## config.mk

```make
export PLATFORM = sky130hd
export DESIGN_NAME = axi4_lite_read_arbiter
export DESIGN_NICKNAME = d
export VERILOG_FILES = /design/src/rtl/axi4_lite_read_arbiter.sv
export SDC_FILE = /design/constraint.sdc
export NUM_CORES = 1
export LEC_CHECK = 0
export ABC_AREA = 1
export CORE_MARGIN = 2
export CORE_UTILIZATION = 35
export CTS_CLUSTER_SIZE = 8
export DETAILED_ROUTE_END_ITERATION = 16
export HOLD_SLACK_MARGIN = 0.02
export PLACE_DENSITY = 0.87
export SLEW_MARGIN = 10
export SYNTH_ARGS = -nofsm -noshare
export SYNTH_HDL_FRONTEND = slang
export SYNTH_SLANG_ARGS = --single-unit
```

## constraint.sdc

```tcl
create_clock -name aclk -period 4.05 [get_ports aclk]
set_clock_uncertainty 0.15 [all_clocks]
set_input_delay 0.405 -clock aclk [delete_from_list [all_inputs] [get_ports aclk]]
set_output_delay 0.405 -clock aclk [all_outputs]
set_load 0.02 [all_outputs]
```

## src/rtl/axi4_lite_read_arbiter.sv

```systemverilog
// Round-robin arbiter sharing one AXI4-Lite read slave among several read masters.
// One transaction in flight; reads outside [MIN_ADDRESS, MAX_ADDRESS] are answered locally with DECERR.
module axi4_lite_read_arbiter #(
  parameter int                       NO_OF_MASTERS = 2,
  parameter int                       ADDRESS_WIDTH = 32,
  parameter int                       DATA_WIDTH    = 32,
  parameter logic [ADDRESS_WIDTH-1:0] MIN_ADDRESS   = '0,
  parameter logic [ADDRESS_WIDTH-1:0] MAX_ADDRESS   = '1,
  parameter int                       GW            = (NO_OF_MASTERS > 1) ? $clog2(NO_OF_MASTERS) : 1
) (
  input  logic                                   aclk,
  input  logic                                   areset,
  input  logic [NO_OF_MASTERS*ADDRESS_WIDTH-1:0] m_araddr,
  input  logic [NO_OF_MASTERS*3-1:0]             m_arprot,
  input  logic [NO_OF_MASTERS-1:0]               m_arvalid,
  output logic [NO_OF_MASTERS-1:0]               m_arready,
  output logic [DATA_WIDTH-1:0]                  m_rdata,
  output logic [1:0]                             m_rresp,
  output logic [NO_OF_MASTERS-1:0]               m_rvalid,
  input  logic [NO_OF_MASTERS-1:0]               m_rready,
  output logic [ADDRESS_WIDTH-1:0]               s_araddr,
  output logic [2:0]                             s_arprot,
  output logic                                   s_arvalid,
  input  logic                                   s_arready,
  input  logic [DATA_WIDTH-1:0]                  s_rdata,
  input  logic [1:0]                             s_rresp,
  input  logic                                   s_rvalid,
  output logic                                   s_rready,
  output logic [GW-1:0]                          grant_id,
  output logic                                   busy
);

  localparam logic [1:0] ST_IDLE = 2'd0;
  localparam logic [1:0] ST_ADDR = 2'd1;
  localparam logic [1:0] ST_DATA = 2'd2;
  localparam logic [1:0] ST_DERR = 2'd3;
  localparam int         RW      = $clog2(2 * NO_OF_MASTERS);

  logic [1:0]                 r_state;
  logic [GW-1:0]              r_grant_id;
  logic [GW-1:0]              r_last_grant;
  logic [ADDRESS_WIDTH-1:0]   r_addr_q;
  logic [2:0]                 r_prot_q;

  logic [2*NO_OF_MASTERS-1:0] w_req2;
  logic [RW-1:0]              w_idx;
  logic                       w_found;
  logic [GW-1:0]              w_winner;
  logic [NO_OF_MASTERS-1:0]   w_win_oh;
  logic [NO_OF_MASTERS-1:0]   w_gnt_oh;
  logic                       w_rready_g;
  logic [ADDRESS_WIDTH-1:0]   w_sel_addr;
  logic [2:0]                 w_sel_prot;
  logic                       w_ge_min;
  logic                       w_le_max;
  logic                       w_in_range;

  // Doubled request vector lets the scan start at last_grant+1 without a modulo on the bit index.
  assign w_req2 = {m_arvalid, m_arvalid};

  always_comb begin
    w_found  = 1'b0;
    w_winner = '0;
    w_idx    = '0;
    for (int k = NO_OF_MASTERS; k >= 1; k--) begin
      w_idx = RW'(int'(r_last_grant) + k);
      if (w_req2[w_idx]) begin
        w_found  = 1'b1;
        w_winner = GW'((int'(r_last_grant) + k) % NO_OF_MASTERS);
      end
    end
  end

  assign w_win_oh   = w_found ? (NO_OF_MASTERS'(1) << w_winner) : '0;
  assign w_gnt_oh   = NO_OF_MASTERS'(1) << r_grant_id;
  assign w_rready_g = |(m_rready & w_gnt_oh);
  assign w_sel_addr = ADDRESS_WIDTH'(m_araddr >> (int'(w_winner) * ADDRESS_WIDTH));
  assign w_sel_prot = 3'(m_arprot >> (int'(w_winner) * 3));

  // Bounds that cover the whole address space need no comparator.
  if (MIN_ADDRESS == '0) begin : g_no_min
    assign w_ge_min = 1'b1;
  end else begin : g_min
    assign w_ge_min = (w_sel_addr >= MIN_ADDRESS);
  end

  if (MAX_ADDRESS == '1) begin : g_no_max
    assign w_le_max = 1'b1;
  end else begin : g_max
    assign w_le_max = (w_sel_addr <= MAX_ADDRESS);
  end

  assign w_in_range = w_ge_min & w_le_max;

  always_ff @(posedge aclk or posedge areset) begin
    if (areset) begin
      r_state      <= ST_IDLE;
      r_grant_id   <= '0;
      r_last_grant <= GW'(NO_OF_MASTERS - 1);
      r_addr_q     <= '0;
      r_prot_q     <= '0;
    end else begin
      case (r_state)
        ST_IDLE: begin
          if (w_found) begin
            r_addr_q     <= w_sel_addr;
            r_prot_q     <= w_sel_prot;
            r_grant_id   <= w_winner;
            r_last_grant <= w_winner;
            r_state      <= w_in_range ? ST_ADDR : ST_DERR;
          end
        end
        ST_ADDR: if (s_arready) r_state <= ST_DATA;
        ST_DATA: if (s_rvalid && w_rready_g) r_state <= ST_IDLE;
        ST_DERR: if (w_rready_g) r_state <= ST_IDLE;
        default: r_state <= ST_IDLE;
      endcase
    end
  end

  // The AR handshake completes in the arbitration cycle itself, so arready is combinational.
  assign m_arready = ((r_state == ST_IDLE) && !areset) ? w_win_oh : '0;
  assign s_arvalid = (r_state == ST_ADDR);
  assign s_araddr  = r_addr_q;
  assign s_arprot  = r_prot_q;
  assign grant_id  = r_grant_id;
  assign busy      = (r_state != ST_IDLE);

  always_comb begin
    m_rvalid = '0;
    m_rdata  = '0;
    m_rresp  = 2'b00;
    s_rready = 1'b0;
    case (r_state)
      ST_DATA: begin
        m_rvalid = s_rvalid ? w_gnt_oh : '0;
        m_rdata  = s_rdata;
        m_rresp  = s_rresp;
        s_rready = w_rready_g;
      end
      ST_DERR: begin
        m_rvalid = w_gnt_oh;
        m_rresp  = 2'b11;
      end
      default: begin
        m_rvalid = '0;
      end
    endcase
  end

endmodule

```

==> flow_metrics.tcl, run 1 <==
set metrics [dict create \
    status "complete, no violations" \
    netlist_top_cells_count "nor2_1 (74), nand2_1 (44), o21ai_0 (42)" \
    synth_top_flop_cell "dfrtp_1" \
    chipWidth_um 83.5 \
    drcViolationCount 0 \
    routed-wl-met2_mm 4.52 \
    worstPathCellList "clkdlybuf4s50_1 > nand2_1 > nand2_2 > inv_2 > nand2_1 > nor2_1 > clkdlybuf4s50_1" \
    dr.max_layer_used "met4" \
    power_density_nw_per_um2 660 \
    ctsHtreeMaxLevel 2 \
    dp_slack_ns 0.947 \
    m1WireLength_mm 2.76 \
    clock.fmax_mhz 324 \
    detail-route-antenna-nets 0 \
    worst_ep_arrival_time_ns 2.53 \
    synth-seq-cells 39 \
    drtIter0Drc 91 \
    hpwl_mm 6.30 \
    min_path_type "register to register" \
    routed_wl_mm 7.97 \
    area.growth.synth_to_final_pct 90.3 \
    port_buffers 188 \
    drv_slew 0 \
    clock-sinks 39 \
    cts-resized-gates 0 \
    setup_violations 0 \
    synthCells 302 \
    setup_ws_ns 0.968 \
    fill_cells 498 \
    ir_drop_v 0.000324 \
    post-route-min-period_ns 3.08 \
    maxCapViolCount 0 \
    synth_edf_count 0 \
    tightestPinTransition_ns 0.970 \
    fp.dieArea_um2 6960 \
    track_usage_pct 22.2 \
    synth_top_area_share_pct 43.0 \
    synthTopCellsByArea "dfrtp_1 (43%), nor2_1 (13%), o21ai_0 (9.5%)" \
    synth_top_area_cell "dfrtp_1" \
    numCtsBuffers 5 \
    grt_overflow_total 0 \
    crit_path_start_kind "input port" \
    ios 189 \
    cts_hold_buffers 0 \
    hold_viol_final 0 \
    power.leakage_nw 1.88 \
    slowest_delay_ns 0.62 \
    viasPerCell 4.66 \
    cts_buffer_depth 2 \
    period_share_pct 76.1 \
    drtPass1Iterations 4 \
    critPathMaxFanout 37 \
    synth_area_um2 2210 \
    clk_latency_ns 0.27 \
    core_area_um2 6030 \
    fin_tns_setup_ns 0 \
    initial_utilization_pct 36.7 \
    fin_nets 595 \
    vias 2607 \
    die_h_um 83.5 \
    syn_area_per_cell_um2 7.32 \
    grt_pass1_vias 2540 \
    yosys_warnings 0 \
    rsz0062_at_grt "false" \
    drive_above_1_share_pct 7.64 \
    synth_fp_nets 414 \
    cts.clk_slew.worst_paths_ns 0.07 \
    antenna_found_initial 1 \
    post_drt_wl_per_cell_um 14.2 \
    root_buffer "clkbuf_8" \
    cts_setup_buffers 0 \
    rows 28 \
    grt_pass1_wl_mm 12.5 \
    cts_tree "yes" \
    cp_slowest_cell "clkdlybuf4s50_1" \
    critPathKind "input port to output pin" \
    synth_async_sr_flop_share_pct 100 \
    maxSlewHeadroom_pct 35.2 \
    wl_met3_um 560 \
    gp_congestion 0.821 \
    grt_start_max_net_pins 40 \
    required_ns 3.49 \
    end_kind "output pin" \
    synth_most_common_cell "nor2_1" \
    ys_seq_area_share_pct 44.2 \
    ys_types 24 \
]
-- critical path, delay by kind of cell --
kind / cells / cell delay [ns]
buffers and inverters: 3 / 1.55
AND/OR/NAND/NOR: 4 / 0.55
-- kinds of logic after synthesis --
group / Yosys count / share of synthesized area [%]
flip-flops: 39 / 44.2
AO/OA/AOI/OAI: 72 / 17.8
buffers and inverters: 56 / 12.1
AND/OR/NAND/NOR: 135 / 25.8
-- state kept, by name, summed over array words and instances, names as in the netlist --
name          flops
s_arprot          3
grant_id          1
s_araddr         32
r_state           2
r_last_grant      1
-- through the flow --
step | cell area, um^2 | hold WS [ns] | utilization (%) | power [mW] | cells
after floorplan | 2210 | 0.293 | - | 1.68 | 302
after global placement | 4090 | 0.320 | 67.8 | 2.41 | 551
after detailed placement | 4090 | 0.323 | 67.8 | 2.47 | 551
after CTS | 4200 | 0.340 | 69.7 | 2.81 | 559
after global routing | 4210 | 0.359 | 69.8 | 2.95 | 560
final | 4210 | 0.336 | 69.8 | 2.77 | 560
-- routing by layer --
| layer | global-route usage (%) | vias to the layer above |
|---|---|---|
| met5 | 0 | - |
| met4 | 5.57 | 0 |
| met3 | 5.74 | 8 |
| met2 | 45.2 | 114 |
| met1 | 21.9 | 1189 |
| li1 | - | 1296 |
-- final timing paths --
path	start	to	slack, ns	depth (start not counted)
worst max-delay path	m_arvalid[0]	m_arready[1]	0.97	7
worst min-delay path	r_last_grant	r_last_grant	0.34	2
worst max register to register	r_state[1]	s_araddr[5]	2.27	6
worst min register to register	r_last_grant	r_last_grant	0.34	2
max in group asynchronous	areset	r_last_grant	2.91	3
min in group asynchronous	areset	s_arprot[1]	0.47	3
-- area by class of cell --
cell class                 count  area (um^2)  share of cell area, %
antenna                        1         2.50                 0.0595
clock buffer                   6         82.6                   1.96
clock inverter                 2         35.0                  0.833
inverter                      40          153                   3.63
multi-input combinational    207          965                   22.9
sequential                    39          977                   23.2
tap                           75         93.8                   2.23
timing repair buffer         190         1900                   45.1
-- placed cells by master (no fill, tap or decap), drive strengths merged, types with 2 or more instances in the layout --
cell type,instances
nand2,54
inv,40
dfrtp,38
buf,2
nor3,3
o21ai,71
clkdlybuf4s50,188
clkbuf,6
nor2,76
-- power breakdown --
part	switching, mW	internal, mW
combinational	0.952	0.772
sequential	0.127	0.592
clock	0.131	0.199
total	1.21	1.56
Note: power is estimated with default switching activity, not from simulation.
==> run 2: changes to the inputs <==
- CORE_UTILIZATION: 35 -> 29
- PLACE_DENSITY: 0.87 -> 0.77
- clock period: 4.05 -> 2.7 ns (I/O delays scaled with it)
==> flow_metrics.tcl, run 2 (synthesis gave the netlist of run 1 again) <==
set metrics [dict create \
    hold_viol_final 0 \
    rows 31 \
    root_buffer "clkbuf_8" \
    ctsHtreeMaxLevel 2 \
    finalPower_mw 4.27 \
    drtPass1Iterations 3 \
    n_antenna_cell 0 \
    slowest_delay_ns 0.62 \
    cts-resized-gates 0 \
    drcViolationCount 0 \
    die_h_um 91.3 \
    core_area_um2 7330 \
    fin_nets 600 \
    grt_pass1_vias 2649 \
    cts_hold_buffers 0 \
    cp_slowest_cell "clkdlybuf4s50_1" \
    period_share_pct 87.3 \
    gp_congestion 0.821 \
    clock-sinks 39 \
    drv_slew 0 \
    grt_pass1_wl_mm 12.3 \
    power_density_nw_per_um2 995 \
    clock_power_share_pct 14.0 \
    cts_buffer_depth 2 \
    chipWidth_um 91.3 \
    critPathMaxFanout 33 \
    ios 189 \
    drtIter0Drc 65 \
    ir_drop_v 0.000509 \
    required_ns 2.28 \
    detail-route-antenna-nets 0 \
    track_usage_pct 18.1 \
    setup_violations 0 \
    power_frac_comb_pct 60.8 \
    cts.clk_slew.worst_paths_ns 0.09 \
    end_kind "output pin" \
    initial_utilization_pct 30.1 \
    critPathKind "register to output pin" \
    power_frac_seq_pct 25.2 \
    post-route-min-period_ns 2.36 \
    swShare_pct 42.8 \
    antenna_found_initial 0 \
    crit_path_start_kind "register" \
    area.growth.synth_to_final_pct 94.3 \
    rsz0062_at_grt "false" \
    post_drt_wl_per_cell_um 13.0 \
    cts_setup_buffers 0 \
    worst_ep_arrival_time_ns 1.94 \
    mostFrequentLayoutCell "clkdlybuf4s50_1" \
    cts_tree "yes" \
    largest_reg_flops 32 \
    numCtsBuffers 5 \
    viasPerCell 4.41 \
    vias 2594 \
    clk_latency_ns 0.28 \
    tightestPinTransition_ns 0.428 \
    final_cell_mix "clkdlybuf4s50_1 (188), nor2_1 (74), nand2_1 (44)" \
    grt_start_max_net_pins 38 \
    postLayoutCoreUtil_pct 58.6 \
    maxCapViolCount 0 \
    fp.dieArea_um2 8330 \
    hpwl_mm 5.92 \
    grt_overflow_total 0 \
    intPower_mw 2.45 \
    power.leakage_nw 1.91 \
    min_path_type "input port to async pin" \
    worstPathCellList "inv_2 > nand2_1 > buf_4 > nor2_1 > clkdlybuf4s50_1" \
    fin_tns_setup_ns 0 \
    drive_above_1_share_pct 8.59 \
    maxSlewHeadroom_pct 71.3 \
    p_sw_mw 1.83 \
    routed_wl_mm 7.63 \
    clock.fmax_mhz 424 \
    port_buffers 188 \
    status "complete, no violations" \
]
-- run 2: power groups by stage --
stage	sequential, mW	combinational [mW]	clock [mW]
floorplan	1.40	1.13	0
global placement	1.08	2.59	0
detailed placement	1.09	2.62	0
CTS	1.08	2.63	0.613
global route	1.12	2.80	0.634
finish	1.08	2.60	0.596
-- run 2: layer usage --
metal	share of wire, %	global-route usage (%)	vias to the layer above	routed length [um]
li1	-	-	1302	-
met1	39	19.2	1163	2970
met2	51	34.2	121	3860
met3	9.1	5.31	8	695
met4	1.4	5.56	0	109
met5	0	0	-	0
-- run 2: final timing paths --
| check | from | endpoint | slack (ns) | depth (start not counted) |
|---|---|---|---|---|
| max reg2reg | r_state[0] | s_araddr[15] | 1.06 | 6 |
| max in group asynchronous | areset | r_last_grant | 1.62 | 3 |
| min reg2reg | s_araddr[16] | s_araddr[16] | 0.34 | 2 |
| min in group aclk | s_araddr[16] | s_araddr[16] | 0.34 | 2 |
| min | areset | s_araddr[3] | 0.17 | 2 |
| max | r_state[0] | m_rdata[24] | 0.34 | 5 |
-- run 2: worst max-delay path: cells and delay by family, from the launching register on --
kind	cells	cell delay, ns
buffers and inverters	3	0.97
flip-flops	1	0.47
AND/OR/NAND/NOR	2	0.20
-- run 2: final cells by class --
class	count	area, um^2
repair buffers	195	1930
well taps	99	124
inverters	40	153
clock inverters	3	71.3
multi-input cells	207	965
fillers	656	3040
clock buffers	5	68.8
flip-flops and latches	39	977
-- run 2: metrics by stage --
stage | hold slack, ns | cells | setup WS (ns) | area [um^2]
global route | 0.207 | 588 | 0.223 | 4290
global placement | 0.320 | 580 | 0.468 | 4150
detailed placement | 0.317 | 580 | 0.472 | 4150
floorplan | 0.237 | 302 | 0.859 | 2210
finish | 0.169 | 588 | 0.344 | 4290
CTS | 0.179 | 588 | 0.339 | 4290
==> run 3: changes to the inputs <==
- ABC_AREA: 1 -> unset
- CORE_UTILIZATION: 29 -> 30
- PLACE_DENSITY: 0.77 -> 0.78
- SKIP_LAST_GASP: unset -> 1
==> flow_metrics.tcl, run 3 <==
set metrics [dict create \
    synth_most_common_cell "nand2_1" \
    port_buffers 188 \
    syn_area_per_cell_um2 8.72 \
    mostFrequentLayoutCell "clkdlybuf4s50_1" \
    maxSlewHeadroom_pct 62.3 \
    reg2reg_slack_ns 0.66 \
    ys_seq_area_share_pct 42.5 \
    setup_violations 0 \
    clock.fmax_mhz 394 \
    detail-route-antenna-nets 0 \
    synth_async_sr_flop_share_pct 100 \
    antenna_found_initial 1 \
    hold_viol_final 0 \
    timing.rr.end "s_araddr[24]" \
    synth_edf_count 0 \
    routed_wl_mm 8.49 \
    netlist_top_cells_count "nand2_1 (71), dfrtp_1 (38), a21oi_1 (37)" \
    cts-resized-gates 0 \
    worst_ep_arrival_time_ns 2.12 \
    finalPower_mw 4.37 \
    viasPerCell 4.81 \
    cts_hold_buffers 0 \
    post-route-min-period_ns 2.54 \
    synthCells 264 \
    grt_pass1_wl_mm 12.9 \
    cts_setup_buffers 0 \
    synth_fp_nets 376 \
    core_area_um2 7330 \
    yosys_warnings 0 \
    ir_drop_v 0.000394 \
    area.growth.synth_to_final_pct 87.7 \
    post_drt_wl_per_cell_um 15.6 \
    r2r-start "r_state[1]" \
    synth_top_flop_cell "dfrtp_1" \
    root_buffer "clkbuf_8" \
    synth-seq-cells 39 \
    clk_latency_ns 0.29 \
    rows 31 \
    final_cell_mix "clkdlybuf4s50_1 (188), nand2_1 (71), dfrtp_1 (38)" \
    ys_types 24 \
    synth_top_area_cell "dfrtp_1" \
    crit_path_start_kind "register" \
    drtPass1Iterations 4 \
    ctsHtreeMaxLevel 2 \
    cts_tree "yes" \
    power.leakage_nw 1.68 \
    gp_congestion 0.825 \
    fin_tns_setup_ns 0 \
    synthTopCellsByArea "dfrtp_1 (41%), nand2_1 (12%), a31oi_4 (9.2%)" \
    reg2reg_depth 4 \
    track_usage_pct 19.6 \
    initial_utilization_pct 31.4 \
    drv_slew 0 \
    drcViolationCount 0 \
    maxCapViolCount 0 \
    critPathMaxFanout 14 \
    period_share_pct 93.9 \
    largest_reg_flops 32 \
    min_path_type "input port to async pin" \
    drive_above_1_share_pct 6.98 \
    tightestPinTransition_ns 0.565 \
    cts_buffer_depth 2 \
    end_kind "output pin" \
    clock-sinks 39 \
    grt_pass1_vias 2626 \
    grt_start_max_net_pins 40 \
    synth_area_um2 2300 \
    hpwl_mm 6.47 \
    grt_overflow_total 0 \
    drtIter0Drc 62 \
    fin_nets 555 \
    numCtsBuffers 5 \
    power_density_nw_per_um2 1010 \
    critPathKind "register to output pin" \
    ios 189 \
    status "complete, no violations" \
    cts.clk_slew.worst_paths_ns 0.08 \
    required_ns 2.28 \
    chipWidth_um 91.6 \
    die_h_um 91.6 \
    vias 2614 \
    synth_top_area_share_pct 41.3 \
    rsz0062_at_grt "false" \
    fp.dieArea_um2 8390 \
]
## run 3: cell type report
cell class / count / area [um^2]
fill: 622 / 3010
timing repair buffer: 196 / 1940
multi-input combinational: 198 / 1180
sequential: 39 / 977
tap: 99 / 124
clock buffer: 6 / 72.6
clock inverter: 2 / 12.5
inverter: 3 / 11.3
antenna: 1 / 2.50
## run 3: worst max-delay path by stage
stage / startpoint / end / cells past startpoint
2_1_floorplan: areset / m_arready[0] / 2
3_3_place_gp: m_arvalid[0] / m_arready[0] / 5
3_5_place_dp: m_arvalid[0] / m_arready[0] / 5
4_1_cts: r_state[1] / m_arready[0] / 4
5_1_grt: r_state[1] / m_arready[1] / 4
6_report: r_state[1] / m_arready[0] / 4
## run 3: where the power goes
group	switching (mW)	internal, mW
logic	1.51	1.37
registers	0.200	0.890
clock network	0.209	0.181
## run 3: metal layers
metal / track usage (%) / part of all wire [%]
met5: 0 / 0
met4: 6.69 / 1.4
met3: 6.47 / 10
met2: 37.7 / 53
met1: 19.4 / 35
## run 3: logic make-up after synthesis
kind of cell | Yosys count | synth area share [%]
and+or+nand+nor | 116 | 23.2
DFF | 39 | 42.5
buffers and inverters | 27 | 6.80
muxes | 1 | 0.435
AOI/OAI and AO/OA | 81 | 27.1
## run 3: worst max-delay path, cell delays in order, from the launching register on
cell	delay, ns
dfrtp_1	0.49
nor2_4	0.36
and2_2	0.22
and3_1	0.16
clkdlybuf4s50_1	0.60
## run 3: through the flow
step / instances / cell area, um^2 / setup slack, ns / util (%) / hold WS (ns)
4_1_cts: 543 / 4320 / 0.152 / 58.9 / 0.345
5_1_grt: 544 / 4320 / 0.0278 / 58.9 / 0.375
6_report: 544 / 4320 / 0.163 / 58.9 / 0.325
3_5_place_dp: 535 / 4230 / 0.370 / 57.7 / 0.390
3_3_place_gp: 535 / 4230 / 0.397 / 57.7 / 0.379
2_1_floorplan: 264 / 2300 / 0.775 / - / 0.190
